**config.mk**
```make
export PLATFORM = sky130hd
export DESIGN_NAME = core_ctrl_fsm
export DESIGN_NICKNAME = d
export VERILOG_FILES = /design/src/rtl/core_ctrl_fsm.sv
export SDC_FILE = /design/constraint.sdc
export NUM_CORES = 1
export LEC_CHECK = 0
export CAP_MARGIN = 20
export CORE_MARGIN = 5
export CORE_UTILIZATION = 40
export DETAILED_ROUTE_END_ITERATION = 8
export HOLD_SLACK_MARGIN = 0.12
export PLACE_DENSITY = 0.8
export SLEW_MARGIN = 20
export SYNTH_ARGS = -nofsm -noshare
export SYNTH_HDL_FRONTEND = slang
export SYNTH_SLANG_ARGS = --single-unit
export TNS_END_PERCENT = 50
```
**constraint.sdc**
```tcl
create_clock -name clk -period 4.3 [get_ports clk]
set_input_delay 0.86 -clock clk [delete_from_list [all_inputs] [get_ports clk]]
set_output_delay 0.86 -clock clk [all_outputs]
set_load 0.02 [all_outputs]
```
**src/rtl/core_ctrl_fsm.sv**
```systemverilog
// Purpose : multi-cycle core sequencer; owns PC, runs fetch/LSU handshakes, serialises trap CSR writes, gates arch writes.
// Latency : ALU op 2 cycles (fetch w/ same-cycle data + EXEC), load/store 2 + LSU latency, ecall 4 cycles.
// Backpres: imem_valid_o held until imem_ready_i, lsu_req_o held until lsu_done_i; stalls indefinitely on either.
//
// Optional feature macro: CORE_CTRL_ILLEGAL_TRAP_EN
//   defined   -> illegal instruction traps (mcause=2) instead of halting
//   undefined -> illegal instruction enters HALT and raises halted_o
//
// Ports:
//   clk, rst                    clock, synchronous active-high reset
//   imem_*                      fetch request (addr/valid/ready) and response (rdata/valid/ready)
//   inst_o                      latched instruction for the combinational IDU
//   is_load_i .. inst_invalid_i decode class from IDU
//   reg_write_en_i, exu_csr_*   EXU write requests (gated here)
//   next_pc_i                   EXU computed next PC / mtvec, sampled in the commit cycle only
//   lsu_req_o, lsu_done_i       load/store handshake
//   gpr_we_o, wb_sel_load_o     register-file write enable and writeback mux select
//   csr_we_o/waddr_o/wdata_o    single CSR write port
//   pc_o, commit_o, retired_o   architectural PC, retire pulse, retired count
//   halted_o                    sticky halt flag
module core_ctrl_fsm #(
  parameter int               XLEN        = 32,
  parameter logic [XLEN-1:0]  RESET_PC    = 'h8000_0000,
  parameter int               CNT_W       = 64,
  parameter logic [11:0]      MCAUSE_ADDR = 12'h342,
  parameter logic [11:0]      MEPC_ADDR   = 12'h341
) (
  input  logic              clk,
  input  logic              rst,
  output logic [XLEN-1:0]   imem_addr_o,
  output logic              imem_valid_o,
  input  logic              imem_ready_i,
  input  logic [31:0]       imem_rdata_i,
  input  logic              imem_rdata_valid_i,
  output logic              imem_rdata_ready_o,
  output logic [31:0]       inst_o,
  input  logic              is_load_i,
  input  logic              is_store_i,
  input  logic              is_ecall_i,
  input  logic              inst_invalid_i,
  input  logic              reg_write_en_i,
  input  logic              exu_csr_we_i,
  input  logic [11:0]       exu_csr_addr_i,
  input  logic [XLEN-1:0]   exu_csr_wdata_i,
  input  logic [XLEN-1:0]   next_pc_i,
  output logic              lsu_req_o,
  input  logic              lsu_done_i,
  output logic              gpr_we_o,
  output logic              wb_sel_load_o,
  output logic              csr_we_o,
  output logic [11:0]       csr_waddr_o,
  output logic [XLEN-1:0]   csr_wdata_o,
  output logic [XLEN-1:0]   pc_o,
  output logic              commit_o,
  output logic [CNT_W-1:0]  retired_o,
  output logic              halted_o
);

  localparam logic [31:0] NOP_INST = 32'h0000_0013;

  typedef enum logic [2:0] {
    FETCH_REQ,
    FETCH_WAIT,
    EXEC,
    MEM,
    TRAP_EPC,
    TRAP_CAUSE,
    HALT
  } state_e;

  state_e            state_q, state_d;
  logic [XLEN-1:0]   pc_q, pc_d;
  logic [31:0]       inst_q, inst_d;
  logic [CNT_W-1:0]  retired_q;
  logic              halted_q, halted_d;

`ifdef CORE_CTRL_ILLEGAL_TRAP_EN
  // Remembers whether the trap in flight came from an illegal instruction
  // (mcause 2) or from ecall (mcause 11).
  logic              cause_ill_q, cause_ill_d;
`endif

  always_ff @(posedge clk) begin
    if (rst) begin
      state_q   <= FETCH_REQ;
      pc_q      <= RESET_PC;
      inst_q    <= NOP_INST;
      retired_q <= '0;
      halted_q  <= 1'b0;
`ifdef CORE_CTRL_ILLEGAL_TRAP_EN
      cause_ill_q <= 1'b0;
`endif
    end else begin
      state_q  <= state_d;
      pc_q     <= pc_d;
      inst_q   <= inst_d;
      halted_q <= halted_d;
      if (commit_o) begin
        retired_q <= retired_q + CNT_W'(1);
      end
`ifdef CORE_CTRL_ILLEGAL_TRAP_EN
      cause_ill_q <= cause_ill_d;
`endif
    end
  end

  always_comb begin
    state_d            = state_q;
    pc_d               = pc_q;
    inst_d             = inst_q;
    halted_d           = halted_q;
    imem_valid_o       = 1'b0;
    imem_rdata_ready_o = 1'b0;
    lsu_req_o          = 1'b0;
    gpr_we_o           = 1'b0;
    wb_sel_load_o      = 1'b0;
    csr_we_o           = 1'b0;
    csr_waddr_o        = '0;
    csr_wdata_o        = '0;
    commit_o           = 1'b0;
`ifdef CORE_CTRL_ILLEGAL_TRAP_EN
    cause_ill_d        = cause_ill_q;
`endif

    case (state_q)
      FETCH_REQ: begin
        imem_valid_o = 1'b1;
        if (imem_ready_i) begin
          if (imem_rdata_valid_i) begin
            // Zero-wait memory: the response rides along with the accept,
            // so acknowledge it here and skip FETCH_WAIT.
            imem_rdata_ready_o = 1'b1;
            inst_d             = imem_rdata_i;
            state_d            = EXEC;
          end else begin
            state_d = FETCH_WAIT;
          end
        end
      end

      FETCH_WAIT: begin
        imem_rdata_ready_o = 1'b1;
        if (imem_rdata_valid_i) begin
          inst_d  = imem_rdata_i;
          state_d = EXEC;
        end
      end

      EXEC: begin
        if (inst_invalid_i) begin
`ifdef CORE_CTRL_ILLEGAL_TRAP_EN
          cause_ill_d = 1'b1;
          state_d     = TRAP_EPC;
`else
          halted_d = 1'b1;
          state_d  = HALT;
`endif
        end else if (is_ecall_i) begin
`ifdef CORE_CTRL_ILLEGAL_TRAP_EN
          cause_ill_d = 1'b0;
`endif
          state_d = TRAP_EPC;
        end else if (is_load_i || is_store_i) begin
          state_d = MEM;
        end else begin
          gpr_we_o    = reg_write_en_i;
          csr_we_o    = exu_csr_we_i;
          // Address/data only leave the block alongside a real write.
          if (exu_csr_we_i) begin
            csr_waddr_o = exu_csr_addr_i;
            csr_wdata_o = exu_csr_wdata_i;
          end
          commit_o = 1'b1;
          pc_d     = next_pc_i;
          state_d  = FETCH_REQ;
        end
      end

      MEM: begin
        lsu_req_o = 1'b1;
        if (lsu_done_i) begin
          // Stores never write the GPR file even if the EXU asks.
          gpr_we_o      = is_load_i & reg_write_en_i;
          wb_sel_load_o = 1'b1;
          commit_o      = 1'b1;
          pc_d          = next_pc_i;
          state_d       = FETCH_REQ;
        end
      end

      TRAP_EPC: begin
        csr_we_o    = 1'b1;
        csr_waddr_o = MEPC_ADDR;
        csr_wdata_o = pc_q;
        state_d     = TRAP_CAUSE;
      end

      TRAP_CAUSE: begin
        csr_we_o    = 1'b1;
        csr_waddr_o = MCAUSE_ADDR;
`ifdef CORE_CTRL_ILLEGAL_TRAP_EN
        csr_wdata_o = cause_ill_q ? XLEN'(2) : XLEN'(11);
`else
        csr_wdata_o = XLEN'(11);
`endif
        // next_pc_i carries mtvec from the EXU during a trap.
        commit_o = 1'b1;
        pc_d     = next_pc_i;
        state_d  = FETCH_REQ;
      end

      HALT: begin
        state_d = HALT;
      end

      default: begin
        state_d = FETCH_REQ;
      end
    endcase
  end

  assign imem_addr_o = pc_q;
  assign pc_o        = pc_q;
  assign inst_o      = inst_q;
  assign retired_o   = retired_q;
  assign halted_o    = halted_q;

endmodule

```
==> summary.txt, run 1 <==
Global routing
  • Initial antenna violation count: 1
  • First-pass GRT wire length: 36,000 um
  • Largest net degree at the start of global routing: 83
  • GRT Total Usage: 24.5%
  • GR Overflow Total: 0
  • Number of global-route vias before repair: 6,542

Place
  • Port buffer count: 330
  • Gpl congestion: 0.910
  • Placed Cells: 1,279
  • Dpl hpwl: 18,500 um

Routing
  • Drt initial violations: 388
  • DR WL/cell: 18.6 um
  • Via count: 6,941
  • Drt drc: 0
  • Total iterations of the first detailed-routing run: 4
  • Post-route ant nets: 0
  • Final WL: 24,400 um
  • Post-DR vias/cell: 5.30

Synthesis
  • Top_reg_cell synth: dfxtp_1
  • Most area-consuming cells after synthesis: dfxtp_1 41%, nand2_1 9.4%, a21oi_1 7.8%
  • Post-synth EDFFs: 0
  • Post-Syn Area: 6440 sq um
  • Most common cell in the netlist: nand2_1
  • Seq cells post-synth: 132
  • Yosys warns: 0
  • Leading area contributor after synthesis: dfxtp_1
  • Cells after synthesis: 804
  • Post-synth top area share: 41.0%
  • Syn_area_per_cell: 8.01 sq um
  • Fraction of registers with async set/reset: 0%
  • Post-synth cell types: 53
  • Seq/Total Area, Yosys: 41.0%
  • Leading cell types by count after synthesis: 162 x nand2_1, 132 x dfxtp_1, 100 x a21oi_1
  • Syn nets: 924

Die
  • Core area: 15,800 sq um
  • Row count: 46
  • Chip Width: 137 um
  • Die Span Y: 137 um
  • Die footprint: 18,700 sq um
  • Starting Density: 40.7%
  • Ports: 331

Status
  • Status: complete, no violations

Critical path
  • Cell Chain, Critical Path: clkdlybuf4s50_1 -> nor2_1 -> nand2_1 -> nor4b_4 -> buf_12 -> a22o_1 -> clkdlybuf4s50_1
  • CP max-delay cell: clkdlybuf4s50_1
  • Critical path buffer and inverter count: 3
  • Critical path's largest stage delay: 620 ps
  • CP arrival: 3000 ps
  • Data required time of the critical path: 3440 ps
  • Most common cell on crit path: clkdlybuf4s50_1
  • Worst Path Max Fanout: 45
  • Worst Setup End Kind: output pin
  • Worst setup SP type: input port
  • WS Path Type: input port to output pin
  • Crit path max-delay family: buffers and inverters

Power and ir drop
  • Leakage Power: 3.44 nW
  • Net Sw Frac: 24.4%
  • Tot Pwr: 3.17 mW
  • Pint: 2.39 mW
  • Sequential power share: 40.8%
  • Clock share of power: 45.6%
  • Combinational share of power: 13.6%
  • Power Density: 308 nW/um^2
  • NetSw: 0.772 mW
  • Worst VDD drop: 202 uV

Clock tree
  • H-tree depth: 4
  • CTS resizes: 0
  • Reg clk slew, reported paths: 60 ps
  • Post-CTS setup buffers: 0
  • Longest Clk Path Bufs: 2
  • Num CTS Buffers: 17
  • CTS tree: done
  • CTS sink count: 132
  • Hold buffer count at cts: 0
  • Clock latency on the worst-skew pair: 420 ps
  • Clock root buffer master: clkbuf_16

Layout
  • # fillers: 1,371
  • Share of cells above drive strength 1: 6.59%
  • Util after Layout: 65.0%
  • Finished Layout Cells: 1,310
  • Area Overhead vs Synth: 59.6%
  • Fin nets: 1,202

Worst hold path
  • Hold crit path type: flip-flop to flip-flop

STA
  • Setup TNS: 0 ps
  • Worst slew pin tran: 826 ps
  • Final setup viols: 0
  • Skew final: 10.2 ps
  • Min Hold Slack: 453 ps
  • RSZ-0062 raised after global routing: no
  • Tmin final: 3860 ps
  • Slew headroom: 44.9%
  • Final Hold Vio Count: 0
  • Max Transition Viols Final: 0
  • Fmax: 259 MHz
  • Fin crit share: 89.7%

Job
  • MaxCap Viol Count: 0
-- sequential cells by signal, summed over array words and instances (netlist names) --
register	flops
retired_o	64
inst_o	32
halted_o	1
imem_addr_o	32
state_q	3
-- final timing paths --
kind,from,to,slack [ps],cells after the start
setup / recovery,inst_invalid_i,csr_wdata_o[16],440,7
hold / removal,inst_o[10],inst_o[10],450,2
setup reg to reg,retired_o[22],retired_o[50],1610,5
hold reg to reg,inst_o[10],inst_o[10],450,2
-- worst min-delay path, cell delays in order, from the launching register on --
cell	delay (ps)
dfxtp_1	310
nand2_1	50
a21oi_1	50
-- layer usage --
| layer | share of wire [%] | track usage, % | wire length, um |
|---|---|---|---|
| met1 | 39 | 29.7 | 9610 |
| met2 | 50 | 42.0 | 12200 |
| met3 | 8.0 | 6.51 | 1950 |
| met4 | 2.6 | 8.48 | 632 |
| met5 | 0 | 0 | 0 |
-- placed cells by master, fill, tap and decap left out, types with 3 or more instances in the layout --
master,count
a21o_1,6
clkdlybuf4s50_1,329
or4_1,23
clkinv_2,4
clkbuf_16,17
nand2_1,162
bufinv_16,3
nor4_1,7
xor2_1,7
a21oi_1,100
xnor2_1,15
a22o_1,30
and3_1,5
o31ai_1,21
or3_1,14
o21ai_0,19
nand3b_1,4
buf_4,16
nor3_1,8
dfxtp_1,132
and2_1,7
nor2_1,47
nand3_1,18
nand4_1,22
a211oi_1,8
mux2_2,7
nor4_2,3
nor2b_1,9
inv_1,6
o2111ai_1,5
-- final cells by class --
type	count	area, sq um	area share [%]
diodes	1	2.50	0.0243
clock buffers	20	447	4.34
clock inverters	10	134	1.30
inverters	7	26.3	0.256
multi-input cells	578	3330	32.4
flip-flops and latches	132	2640	25.7
well taps	216	270	2.63
repair buffers	346	3430	33.4
-- power groups by stage --
stage               logic, mW  clock network, mW  registers (mW)
finish                  0.430               1.45            1.29
global route            0.458               1.52            1.30
CTS                     0.432               1.46            1.29
detailed placement      0.430                  0            1.32
global placement        0.426                  0            1.32
floorplan               0.160                  0            1.34
-- kinds of logic after synthesis --
logic type                 after synthesis  share of synthesized area (%)
and+or+nand+nor                        345                           26.6
AOI/OAI and AO/OA                      201                           19.9
xor gates and xnor gates                22                           2.99
muxes                                    9                           1.55
DFF                                    132                           41.0
adders and majority gates                1                          0.194
buffers and inverters                   94                           7.75
-- per-stage QoR --
stage,cell area (sq um),worst slack [ps]
final,10300,441
after global routing,10300,296
after CTS,10300,462
after detailed placement,9690,466
after global placement,9690,560
after floorplan,6440,1270
Note: power is estimated with default switching activity, not from simulation.
==> inputs of run 2 (changes only) <==
--- a/config.mk
+++ b/config.mk
@@ -11,6 +11,7 @@
 export DETAILED_ROUTE_END_ITERATION = 8
 export HOLD_SLACK_MARGIN = 0.12
 export PLACE_DENSITY = 0.8
+export SKIP_LAST_GASP = 1
 export SLEW_MARGIN = 20
 export SYNTH_ARGS = -nofsm -noshare
 export SYNTH_HDL_FRONTEND = slang
==> results of run 2 <==
Same layout as run 1: the final DEF is identical, and so are final timing and power.
==> inputs of run 3 (changes only) <==
--- a/config.mk
+++ b/config.mk
@@ -7,10 +7,10 @@
 export LEC_CHECK = 0
 export CAP_MARGIN = 20
 export CORE_MARGIN = 5
-export CORE_UTILIZATION = 40
+export CORE_UTILIZATION = 43
 export DETAILED_ROUTE_END_ITERATION = 8
 export HOLD_SLACK_MARGIN = 0.12
-export PLACE_DENSITY = 0.8
+export PLACE_DENSITY = 0.85
 export SKIP_LAST_GASP = 1
 export SLEW_MARGIN = 20
 export SYNTH_ARGS = -nofsm -noshare
==> summary.txt, run 3 (synthesis results as in run 1) <==
Clock tree
  • Num CTS Buffers: 17 (unchanged)
  • Clock latency on the worst-skew pair: 420 ps (about the same)
  • Hold buffer count at cts: 0 (unchanged)
  • Post-CTS setup buffers: 0 (unchanged)
  • Reg clk slew, reported paths: 50 ps (was 60 ps)
  • CTS resizes: 0 (unchanged)
  • Longest Clk Path Bufs: 2 (unchanged)
  • H-tree depth: 4 (unchanged)
  • Clock root buffer master: clkbuf_16 (unchanged)
  • CTS tree: done (unchanged)
  • CTS sink count: 132 (unchanged)

Status
  • Status: complete, no violations (unchanged)

Layout
  • Post-Layout Inst Area: 10,300 sq um (about the same)
  • Antenna Cells: 0 (was 1)
  • Area Overhead vs Synth: 60.2% (was 59.6%)
  • Fin nets: 1,200 (was 1,202)
  • Commonest non-fill, non-tap cell in the layout: clkdlybuf4s50_1 (unchanged)
  • Share of cells above drive strength 1: 6.50% (was 6.59%)
  • Max FFs per register: 64 (unchanged)
  • Commonest cells after routing, fill and taps aside: 329 x clkdlybuf4s50_1, 162 x nand2_1, 132 x dfxtp_1 (unchanged)
  • Finished Layout Cells: 1,277 (was 1,310)

Routing
  • Via count: 7,100 (was 6,941)
  • Post-DR vias/cell: 5.56 (was 5.30)
  • Drt drc: 0 (unchanged)
  • Total iterations of the first detailed-routing run: 6 (was 4)
  • Post-route ant nets: 0 (unchanged)
  • Drt initial violations: 419 (was 388)
  • DR WL/cell: 19.5 um (was 18.6 um)
  • Final WL: 24,900 um (was 24,400 um)

STA
  • Tmin final: 3830 ps (was 3860 ps)
  • Final Hold Vio Count: 0 (unchanged)
  • Setup TNS: 0 ps (unchanged)
  • Final setup viols: 0 (unchanged)
  • Max Transition Viols Final: 0 (unchanged)
  • Fin crit share: 89.0% (was 89.7%)
  • Worst slew pin tran: 906 ps (was 826 ps)
  • RSZ-0062 raised after global routing: no (unchanged)
  • Fmax: 261 MHz (was 259 MHz)
  • Slew headroom: 39.6% (was 44.9%)
  • Skew final: 4.09 ps (was 10.2 ps)

Place
  • Placed cell areas: 9640 sq um (was 9690 sq um)
  • Gpl congestion: 0.861 (was 0.910)
  • Placed Cells: 1,245 (was 1,279)
  • Port buffer count: 330 (unchanged)
  • Dpl hpwl: 18,400 um (was 18,500 um)

Power and ir drop
  • Leakage Power: 3.48 nW (was 3.44 nW)
  • Worst VDD drop: 297 uV (was 202 uV)
  • Power Density: 327 nW/um^2 (was 308 nW/um^2)
  • Tot Pwr: 3.38 mW (was 3.17 mW)

Global routing
  • GR Overflow Total: 0 (unchanged)
  • Largest net degree at the start of global routing: 90 (was 83)
  • Initial antenna violation count: 0 (was 1)
  • GRT Total Usage: 26.8% (was 24.5%)
  • First-pass GRT wire length: 37,800 um (was 36,000 um)
  • Number of global-route vias before repair: 6,500 (was 6,542)

Critical path
  • Worst R2R Setup Slack: 1430 ps (was 1610 ps)
  • Worst r2r path cells: 7 (was 5)
  • Worst setup SP type: input port (unchanged)
  • Critical path buffer and inverter count: 3 (unchanged)
  • Most common cell on crit path: clkdlybuf4s50_1 (unchanged)
  • CP arrival: 2970 ps (was 3000 ps)
  • Critical path's largest stage delay: 610 ps (was 620 ps)
  • WS Path Type: input port to output pin (unchanged)
  • Worst Setup End Kind: output pin (unchanged)
  • Crit path max-delay family: buffers and inverters (unchanged)
  • Worst Path Max Fanout: 45 (unchanged)
  • Cell Chain, Critical Path: clkdlybuf4s50_1 -> nor2_1 -> nand2_1 -> nor4b_4 -> buf_12 -> a22o_1 -> clkdlybuf4s50_1 (unchanged)
  • Data required time of the critical path: 3440 ps (about the same)
  • Cell count along the critical path: 7 (unchanged)
  • CP max-delay cell: clkdlybuf4s50_1 (unchanged)

Die
  • Core area: 14,600 sq um (was 15,800 sq um)
  • Die Span Y: 132 um (was 137 um)
  • Die footprint: 17,500 sq um (was 18,700 sq um)
  • Row count: 44 (was 46)
  • Ports: 331 (unchanged)
  • Starting Density: 44.2% (was 40.7%)
  • Chip Width: 132 um (was 137 um)

Job
  • MaxCap Viol Count: 0 (unchanged)

Worst hold path
  • Hold Path Depth: 2 (unchanged)
  • Hold crit path type: flip-flop to flip-flop (unchanged)
==> run 3: cell types whose count changed in the layout (fill, tap and decap cells not counted), moves of 2 or more <==
cell and delta:
bufinv_16 +3, clkbuf_8 +2, buf_4 -2, clkinv_2 -2
==> run 3: report_power, final <==
| part | internal (mW) | total, mW | switching, mW | leakage, nW |
|---|---|---|---|---|
| combinational | 0.219 | 0.430 | 0.210 | 2.08 |
| sequential | 1.26 | 1.29 | 0.0350 | 1.07 |
| clock | 1.13 | 1.65 | 0.522 | 0.327 |
==> run 3: through the flow <==
| stage | utilization (%) | setup slack (ps) | hold WS [ps] |
|---|---|---|---|
| 2_1_floorplan | - | 1270 | 535 |
| 3_3_place_gp | 66.0 | 564 | 441 |
| 3_5_place_dp | 66.0 | 486 | 446 |
| 4_1_cts | 70.7 | 486 | 454 |
| 5_1_grt | 70.7 | 357 | 470 |
| 6_report | 70.7 | 475 | 451 |
==> run 3: layer usage <==
layer  vias to the layer above  wire (um)  track usage [%]
met5                         -          0                0
met4                         0        654             9.50
met3                        44       1660             6.45
met2                       302      12500             46.2
met1                      3363      10000             32.6
li1                       3391          -                -
==> run 3: cell type report <==
type                            count  area, sq um
Inverter                            7         26.3
Sequential cell                   132         2640
Clock buffer                       23          478
Multi-Input combinational cell    578         3330
Timing Repair Buffer              344         3420
Clock inverter                      9          198
Tap cell                          184          230
Fill cell                        1146         4270
==> run 3: path summary, 6_finish.rpt <==
kind,start,endpoint
setup / recovery,inst_invalid_i,csr_wdata_o[8]
hold reg to reg,inst_o[3],inst_o[3]
hold / removal,inst_o[3],inst_o[3]
setup reg to reg,state_q[2],retired_o[51]
==> run 3: worst min-delay path, cell delays in order (launching register included) <==
cell and delay, ps:
dfxtp_1 300, nand2_1 50, a21oi_1 50
